--- config.mk ---
export PLATFORM = sky130hd
export DESIGN_NAME = irq_ctrl_flat
export DESIGN_NICKNAME = d
export VERILOG_FILES = /design/src/rtl/irq_ctrl_pkg.sv /design/src/rtl/irq_ctrl_if.sv /design/src/rtl/irq_sync.sv /design/src/rtl/irq_ctrl.sv /design/src/flat_wrapper.sv
export SDC_FILE = /design/constraint.sdc
export NUM_CORES = 1
export LEC_CHECK = 0
export ABC_AREA = 1
export CAP_MARGIN = 5
export CORE_MARGIN = 5
export CORE_UTILIZATION = 40
export DETAILED_ROUTE_END_ITERATION = 8
export PLACE_DENSITY = 0.82
export SLEW_MARGIN = 0
export SYNTH_ARGS = -nofsm -noshare
export SYNTH_HDL_FRONTEND = slang
export SYNTH_HIERARCHICAL = 1
export SYNTH_SLANG_ARGS = --single-unit
export TNS_END_PERCENT = 10
--- constraint.sdc ---
create_clock -name clk -period 2.5 [get_ports clk]
set_input_delay 0.375 -clock clk [delete_from_list [all_inputs] [get_ports clk]]
set_output_delay 0.375 -clock clk [all_outputs]
set_load 0.02 [all_outputs]
--- src/rtl/irq_ctrl_pkg.sv ---
// ============================================================================
// Module : irq_ctrl_pkg
// Brief  : Board channel map, defaults and mode helper for the IRQ controller.
// Rev    : 1.0  initial release
// ============================================================================
`default_nettype none

package irq_ctrl_pkg;

  localparam int INT_COM         = 0;
  localparam int INT_KBD         = 1;
  localparam int INT_SL811       = 2;
  localparam int IRQ_NUM_DEFAULT = 8;

  // Board default: every device holds its request line until serviced.
  localparam logic [31:0] IRQ_EDGE_MASK_DEFAULT = 32'h0000_0000;

  typedef enum logic {
    IRQ_LEVEL = 1'b0,
    IRQ_EDGE  = 1'b1
  } irq_mode_e;

  function automatic irq_mode_e irq_mode(input logic [31:0] mask, input int idx);
    irq_mode = mask[idx] ? IRQ_EDGE : IRQ_LEVEL;
  endfunction

endpackage

`default_nettype wire

--- src/rtl/irq_ctrl_if.sv ---
// ============================================================================
// Module : irq_ctrl_if
// Brief  : Request/mask/acknowledge bundle between devices, CP0 and irq_ctrl.
// Rev    : 1.0  initial release
// ============================================================================
`default_nettype none

interface irq_ctrl_if #(
  parameter int NUM_IRQ  = 8,
  parameter int ID_WIDTH = 5
);
  logic [NUM_IRQ-1:0]  irq_in;
  logic [NUM_IRQ-1:0]  im;
  logic                ie;
  logic                ack;
  logic [ID_WIDTH-1:0] ack_id;
  logic [NUM_IRQ-1:0]  pending_raw;
  logic                has_int_pending;
  logic [ID_WIDTH-1:0] pending_id;
  logic                pending_valid;

  modport master (
    output irq_in, im, ie, ack, ack_id,
    input  pending_raw, has_int_pending, pending_id, pending_valid
  );

  modport slave (
    input  irq_in, im, ie, ack, ack_id,
    output pending_raw, has_int_pending, pending_id, pending_valid
  );
endinterface

`default_nettype wire

--- src/rtl/irq_sync.sv ---
// ============================================================================
// Module : irq_sync
// Brief  : Multi-flop synchroniser for one asynchronous request line.
// Rev    : 1.0  initial release
// ============================================================================
`default_nettype none

module irq_sync #(
  parameter int STAGES = 2
) (
  input  wire logic clk,
  input  wire logic rst,
  input  wire logic d,
  output logic      q
);

  logic [STAGES-1:0] chain;

  always_ff @(posedge clk or negedge rst) begin
    if (!rst) chain <= '0;
    else      chain <= {chain[STAGES-2:0], d};
  end

  assign q = chain[STAGES-1];

endmodule

`default_nettype wire

--- src/rtl/irq_ctrl.sv ---
// ============================================================================
// Module : irq_ctrl
// Brief  : Per-channel edge/level interrupt latch, mask and priority encoder.
// Rev    : 1.0  initial release
// ============================================================================
`default_nettype none

module irq_ctrl
  import irq_ctrl_pkg::*;
#(
  parameter int                 NUM_IRQ     = IRQ_NUM_DEFAULT,
  parameter int                 ID_WIDTH    = 5,
  parameter int                 SYNC_STAGES = 2,
  parameter logic [NUM_IRQ-1:0] EDGE_MASK   = '0
) (
  input wire logic  clk,
  input wire logic  rst,
  irq_ctrl_if.slave bus
);

  logic [NUM_IRQ-1:0]  s;
  logic [NUM_IRQ-1:0]  s_d;
  logic [NUM_IRQ-1:0]  pending;
  logic [NUM_IRQ-1:0]  pending_nxt;
  logic [NUM_IRQ-1:0]  clr;
  logic [NUM_IRQ-1:0]  masked;
  logic [NUM_IRQ-1:0]  raw_q;
  logic                hip_q;
  logic                valid_q;
  logic [ID_WIDTH-1:0] id_q;

  // Highest set index wins; an empty vector encodes as channel 0.
  function automatic logic [ID_WIDTH-1:0] prio(input logic [NUM_IRQ-1:0] v);
    prio = '0;
    for (int i = 0; i < NUM_IRQ; i++) begin
      if (v[i]) prio = ID_WIDTH'(i);
    end
  endfunction

  for (genvar i = 0; i < NUM_IRQ; i++) begin : g_chan
    irq_sync #(.STAGES(SYNC_STAGES)) u_sync (
      .clk (clk),
      .rst (rst),
      .d   (bus.irq_in[i]),
      .q   (s[i])
    );
  end

  // An out-of-range ack_id matches no channel, so it has no effect.
  always_comb begin
    clr         = '0;
    pending_nxt = '0;
    for (int i = 0; i < NUM_IRQ; i++) begin
      clr[i] = bus.ack && (bus.ack_id == ID_WIDTH'(i));
      if (irq_mode(32'(EDGE_MASK), i) == IRQ_EDGE)
        pending_nxt[i] = (s[i] & ~s_d[i]) | (pending[i] & ~clr[i]);
      else
        pending_nxt[i] = s[i];
    end
  end

  assign masked = pending & bus.im;

  always_ff @(posedge clk or negedge rst) begin
    if (!rst) begin
      s_d     <= '0;
      pending <= '0;
      raw_q   <= '0;
      hip_q   <= 1'b0;
      valid_q <= 1'b0;
      id_q    <= '0;
    end else begin
      s_d     <= s;
      pending <= pending_nxt;
      raw_q   <= pending;
      hip_q   <= bus.ie & (|masked);
      valid_q <= |masked;
      id_q    <= prio(masked);
    end
  end

  assign bus.pending_raw     = raw_q;
  assign bus.has_int_pending = hip_q;
  assign bus.pending_valid   = valid_q;
  assign bus.pending_id      = id_q;

endmodule

`default_nettype wire
--- src/flat_wrapper.sv ---
// flat-port wrapper written by rule: the top's interface ports become plain ports
module irq_ctrl_flat import irq_ctrl_pkg::*;
#(
  parameter int                 NUM_IRQ     = IRQ_NUM_DEFAULT,
  parameter int                 ID_WIDTH    = 5,
  parameter int                 SYNC_STAGES = 2,
  parameter logic [NUM_IRQ-1:0] EDGE_MASK   = '0
)
  (clk, rst, bus_irq_in, bus_im, bus_ie, bus_ack, bus_ack_id, bus_pending_raw, bus_has_int_pending, bus_pending_id, bus_pending_valid);
  irq_ctrl_if #(.NUM_IRQ(NUM_IRQ), .ID_WIDTH(ID_WIDTH)) bus_i ();
  input wire logic clk;
  input wire logic rst;
  input wire logic [$bits(bus_i.irq_in)-1:0] bus_irq_in;
  input wire logic [$bits(bus_i.im)-1:0] bus_im;
  input wire logic [$bits(bus_i.ie)-1:0] bus_ie;
  input wire logic [$bits(bus_i.ack)-1:0] bus_ack;
  input wire logic [$bits(bus_i.ack_id)-1:0] bus_ack_id;
  output wire logic [$bits(bus_i.pending_raw)-1:0] bus_pending_raw;
  output wire logic [$bits(bus_i.has_int_pending)-1:0] bus_has_int_pending;
  output wire logic [$bits(bus_i.pending_id)-1:0] bus_pending_id;
  output wire logic [$bits(bus_i.pending_valid)-1:0] bus_pending_valid;
  assign bus_i.irq_in = bus_irq_in;
  assign bus_i.im = bus_im;
  assign bus_i.ie = bus_ie;
  assign bus_i.ack = bus_ack;
  assign bus_i.ack_id = bus_ack_id;
  assign bus_pending_raw = bus_i.pending_raw;
  assign bus_has_int_pending = bus_i.has_int_pending;
  assign bus_pending_id = bus_i.pending_id;
  assign bus_pending_valid = bus_i.pending_valid;
  irq_ctrl #(.NUM_IRQ(NUM_IRQ), .ID_WIDTH(ID_WIDTH), .SYNC_STAGES(SYNC_STAGES), .EDGE_MASK(EDGE_MASK)) u_core (.clk(clk), .rst(rst), .bus(bus_i));
endmodule
**After elaboration in Yosys (flattened, before gate mapping)**

Index checks and enable logic that the tools add are counted.
Widths: inputs -> output; s select.

- Word-level logic and storage cells: 23
- Bits in registers: 39
- Output and inout port bits: 15
- Memory bits (read-only): 0
- Bits in writable memories: 0
- Input port bits: 25
- Bits in latches: 0
- Memories kept: 0

- Eq/ne operators: 0
- Multipliers: 0
- Mux-type cells: 7
- $lt $le $gt $ge: 0
- Divide/modulo/power cells: 0
- Bitwise gates (word level): 2
- Add/sub/neg operators: 0
- Shifts and indexed selects: 0
- Reductions and logical operators: 1

Operators with widths:

| kind | count |
|---|---|
| $mux 5 | 6 |
| $and 8x8->8 | 1 |
| $reduce_or 8->1 | 1 |
| $and 1x1->1 | 1 |
| $mux 1 | 1 |

**Longest topological paths before layout**

Gate-level depths: netlist of the first run.

- Depth in word-level cells: 8
- Gate-level depth with buffers: 8
- Mapped depth without buffers: 8

**Hierarchy**

The synthesis of the first run kept the hierarchy.

Modules (own cells, without submodules):

| module | times used | area each (sq um) | cells each | seq. area each (sq um) |
|---|---|---|---|---|
| irq_ctrl | 1 | 654.4 | 49 | 525.5 |
| irq_sync | 8 | 50.0 | 2 | 50.0 |

**Worst setup path after synthesis of the first run**

No wires, ideal clock.

- Path type: input -> register
- Start point: input bus_im[1]
- End point: register u_core.id_q[0] (netlist: u_core/bus.pending_id[0])
- Slack: 1677 ps
- Stages: 8
- Library setup time: 117 ps
- Data required time: 2383 ps
- Path buffers: 0
- Arrival time: 707 ps
- Path through: nand2_1 > inv_1 > nand2_1 > nand2_1 > nand2_1 > nand2_1 > nand2_1 > nand2_1

- Cells in the longest elaborated chain, start to end: 8

RTL lines:

| item | RTL line | RTL |
|---|---|---|
| start: declaration | flat_wrapper.sv:14 | `input wire logic [$bits(bus_i.im)-1:0] bus_im;` |
| $and 8x8->8 | irq_ctrl.sv:62 | `assign masked = pending & bus.im;` |
| $mux 1 | irq_ctrl.sv:36 | `if (v[i]) prio = ID_WIDTH'(i);` |
| $mux 5 (6 in a row) | irq_ctrl.sv:36 |  |
| end signal: assignment | irq_ctrl.sv:78 | `id_q <= prio(masked);` |
| end: declaration | irq_ctrl.sv:30 | `logic [ID_WIDTH-1:0] id_q;` |

Every way passes these cells.

**Worst setup path in the final report of the first run**

- Start point: register u_core.raw_q[2] (netlist: u_core/bus.pending_raw[2])
- End point: output bus_pending_raw[2]

RTL lines:

| item | RTL line | RTL |
|---|---|---|
| start: declaration | irq_ctrl.sv:27 | `logic [NUM_IRQ-1:0] raw_q;` |
| start signal: assignment | irq_ctrl.sv:75 | `raw_q <= pending;` |
| end: declaration | flat_wrapper.sv:18 | `output wire logic [$bits(bus_i.pending_raw)-1:0] bus_pending_raw;` |

No word-level cell between the ends.

==> reports/metrics.yaml, run 1 <==
yosysWarningCount: 6
cts_resized: 0
grt_start_max_net_pins: 38
maxCapViolCount: 0
reg2regPathDepth: 8
place_inst: 125
cp_num_cells: 1
die_y_um: 61.4
outcome: "finished, final reports clean"
crit_buf_inv: 1
antenna_found_initial: 0
synth-seq-cells: 37
slowest_delay_ps: 600
cts_hold_buf: 0
numClockSinks: 37
synth_top_area_share: 0.878
timing.final.crit_share: 0.663
critPathLaunchType: "flop"
cts-root-buf: "clkbuf_4"
hold_violations: 0
clk_latency_ps: 330
overflow: 0
diodes: 0
wire_per_inst_um: 11.8
synthDistinctLibCells: 10
tritoncts: "built"
end_kind: "output pin"
syn_area_per_cell_um2: 16.2
drt_iter0_drc: 9
crit_path_max_fanout: 1
dr.pass1.iters: 4
drive_above_1_share: 0.126
grtUsageTotal: 0.103
nets: 127
reg2reg_slack_ps: 1580
ant_nets: 0
grt_pass1_vias: 673
dpl_worst_slack_ps: 1160
crit_end: "bus_pending_raw[2]"
final.min_clock_period_ps: 1660
netlist_area_um2: 1050
tightest_slew_ps: 749
synth_cells: 65
skew_ps: 5.16
p_per_area_nw_per_um2: 789
synth-seq-area-share: 0.878
hold_class: "in2async"
rows: 18
max-slew-margin-rel: 0.501
power_leakage_nw: 0.679
h-tree-depth: 2
cp_top_family: "buffers and inverters"
drc_errors: 0
tns_ps: 0
fmax_mhz: 604
crit_arrival_ps: 1280
rsz0062_at_grt: "false"
worstReg2RegStart: "u_core/pending[1]"
slew_violations: 0
setup_ws_ps: 843
cts_max_path_buffers: 2
vias_per_cell: 4.48
area_delta_synth_final_pct: 39.9
initial_core_util: 0.422
path_class: "reg2out"
die_area_um2: 3760
fp.coreArea_um2: 2500
synth_top_area_cell: "dfrtp_1"
critical_path.startpoint: "u_core/bus.pending_raw[2]"
reg2reg_to: "u_core/bus.pending_id[0]"
numCtsBuffers: 5
cp_slowest_cell: "clkdlybuf4s50_1"
grt_pass1_wl_mm: 2.62
port_buffers: 31
drt-total-wl_mm: 1.57
dr_total_vias: 596
final-setup-viol-count: 0
routabilityCongestion: 0.657
whs_ps: 96.4
postCtsSetupBuffers: 0
hpwlAfterDp_mm: 1.16
totalPowerFinal_mw: 1.16
io_pins: 40
clk_pin_slew_worst_paths_ps: 110
die_width_um: 61.4
stdcell_count: 133
max-vdd-ir-drop_mv: 0.888
crit_chain: "clkdlybuf4s50_1"
synth_area_leaders: "dfrtp_1 88%, nand2_1 6.0%, buf_4 1.4%, nand2_2 1.2%, a31o_2 0.83%"
cp_data_required_time_ps: 2120
## sequential cells by signal, summed over array words and instances, names as in the netlist
name and flops:
u_core/g_chan.u_sync/chain 16, u_core/bus.pending_raw 8, u_core/pending 8, u_core/bus.pending_id 3, u_core/bus.has_int_pending 1, u_core/bus.pending_valid 1
## cells in the mapped netlist
library cell   n
a21boi_1       1
a31o_2         1
buf_4          2
conb_1         1
dfrtp_1       37
inv_1          2
nand2_1       17
nand2_2        2
nor2_1         1
nor2_2         1
## worst register-to-register path, delay by kind of cell (launching register included)
family / cells / cell delay, ps
flops: 1 / 390
simple gates: 7 / 410
buf+inv: 1 / 40
## report_power, final
group          internal, mW  leakage [nW]  switching [mW]  total, mW
clock                 0.238        0.0445           0.182      0.419
combinational        0.0531         0.207          0.0509      0.104
sequential            0.631         0.428         0.00999      0.641
total                 0.921         0.679           0.243       1.16
## per-stage QoR
step	utilization	instance area [um^2]
CTS	0.590	1480
global route	0.590	1480
finish	0.590	1480
floorplan	-	1060
detailed placement	0.555	1390
global placement	0.555	1390
## metal layers
| metal | wire length [um] | vias to the layer above | part of all wire | track usage |
|---|---|---|---|---|
| met5 | 0 | - | 0 | 0 |
| met3 | 163 | 6 | 0.10 | 0.0503 |
| met2 | 806 | 30 | 0.51 | 0.178 |
| li1 | - | 268 | - | - |
| met4 | 33 | 0 | 0.021 | 0.0636 |
| met1 | 562 | 292 | 0.36 | 0.0968 |
## worst min-delay path by stage
stage,start,endpoint,slack [ps],depth (start not counted)
4_1_cts,rst,u_core/bus.pending_raw[6],120,1
2_1_floorplan,rst,u_core/bus.has_int_pending,80,0
3_5_place_dp,u_core/g_chan[5].u_sync/chain[1],u_core/pending[5],340,0
6_report,rst,u_core/pending[7],100,1
5_1_grt,rst,u_core/bus.pending_raw[6],170,1
3_3_place_gp,u_core/g_chan[1].u_sync/chain[1],u_core/pending[1],330,0
## cell families after synthesis
family                 count (synthesis)  synth area share
AOI/OAI and AO/OA                      2            0.0154
other                                  1           0.00356
and+or+nand+nor                       21            0.0818
buffers and inverters                  4            0.0214
DFF                                   37             0.878
## cell usage in the layout, fill, tap and decap left out
| master | n |
|---|---|
| dfrtp_1 | 37 |
| clkdlybuf4s50_1 | 30 |
| nand2_1 | 17 |
| clkbuf_4 | 5 |
| nand2_2 | 2 |
| inv_1 | 2 |
| conb_1 | 2 |
| bufinv_16 | 1 |
| clkinvlp_4 | 1 |
| clkbuf_8 | 1 |
| buf_2 | 1 |
| a31o_2 | 1 |
| nor2_1 | 1 |
| nor2_2 | 1 |
| a21boi_1 | 1 |
## area by class of cell
class | count | area, um^2
Clock buffer | 6 | 51.3
Clock inverter | 2 | 37.5
Fill cell | 191 | 1020
Inverter | 2 | 7.51
Multi-Input combinational cell | 25 | 110
Sequential cell | 37 | 926
Tap cell | 30 | 37.5
Timing Repair Buffer | 31 | 305
(Power assumes the default switching activity.)
==> inputs of run 2 (changes only) <==
- clock period: 2.5 -> 1.7 ns (I/O delays scaled with it)
==> results of run 2 <==
Same layout as run 1 (identical final DEF). Status: finished with violations: negative hold slack.
Among the figures that moved: setup slack after placement 1160 ps -> 484 ps; setup slack after layout 843 ps -> 163 ps; hold slack 96.4 ps -> -23.6 ps; number of hold violations in the final report 0 -> 37; register-to-register setup slack 1580 ps -> 780 ps; total power 1.16 mW -> 1.71 mW; worst IR drop on VDD 0.888 mV -> 1.31 mV
==> inputs of run 3 (changes only) <==
- ABC_CLOCK_PERIOD_IN_PS: default -> 1700
==> results of run 3 <==
Same layout as run 1 (identical final DEF). Status: finished with violations: negative hold slack.
Among the figures that moved: setup slack after placement 1160 ps -> 484 ps; setup slack after layout 843 ps -> 163 ps; hold slack 96.4 ps -> -23.6 ps; number of hold violations in the final report 0 -> 37; register-to-register setup slack 1580 ps -> 780 ps; total power 1.16 mW -> 1.71 mW; worst IR drop on VDD 0.888 mV -> 1.31 mV
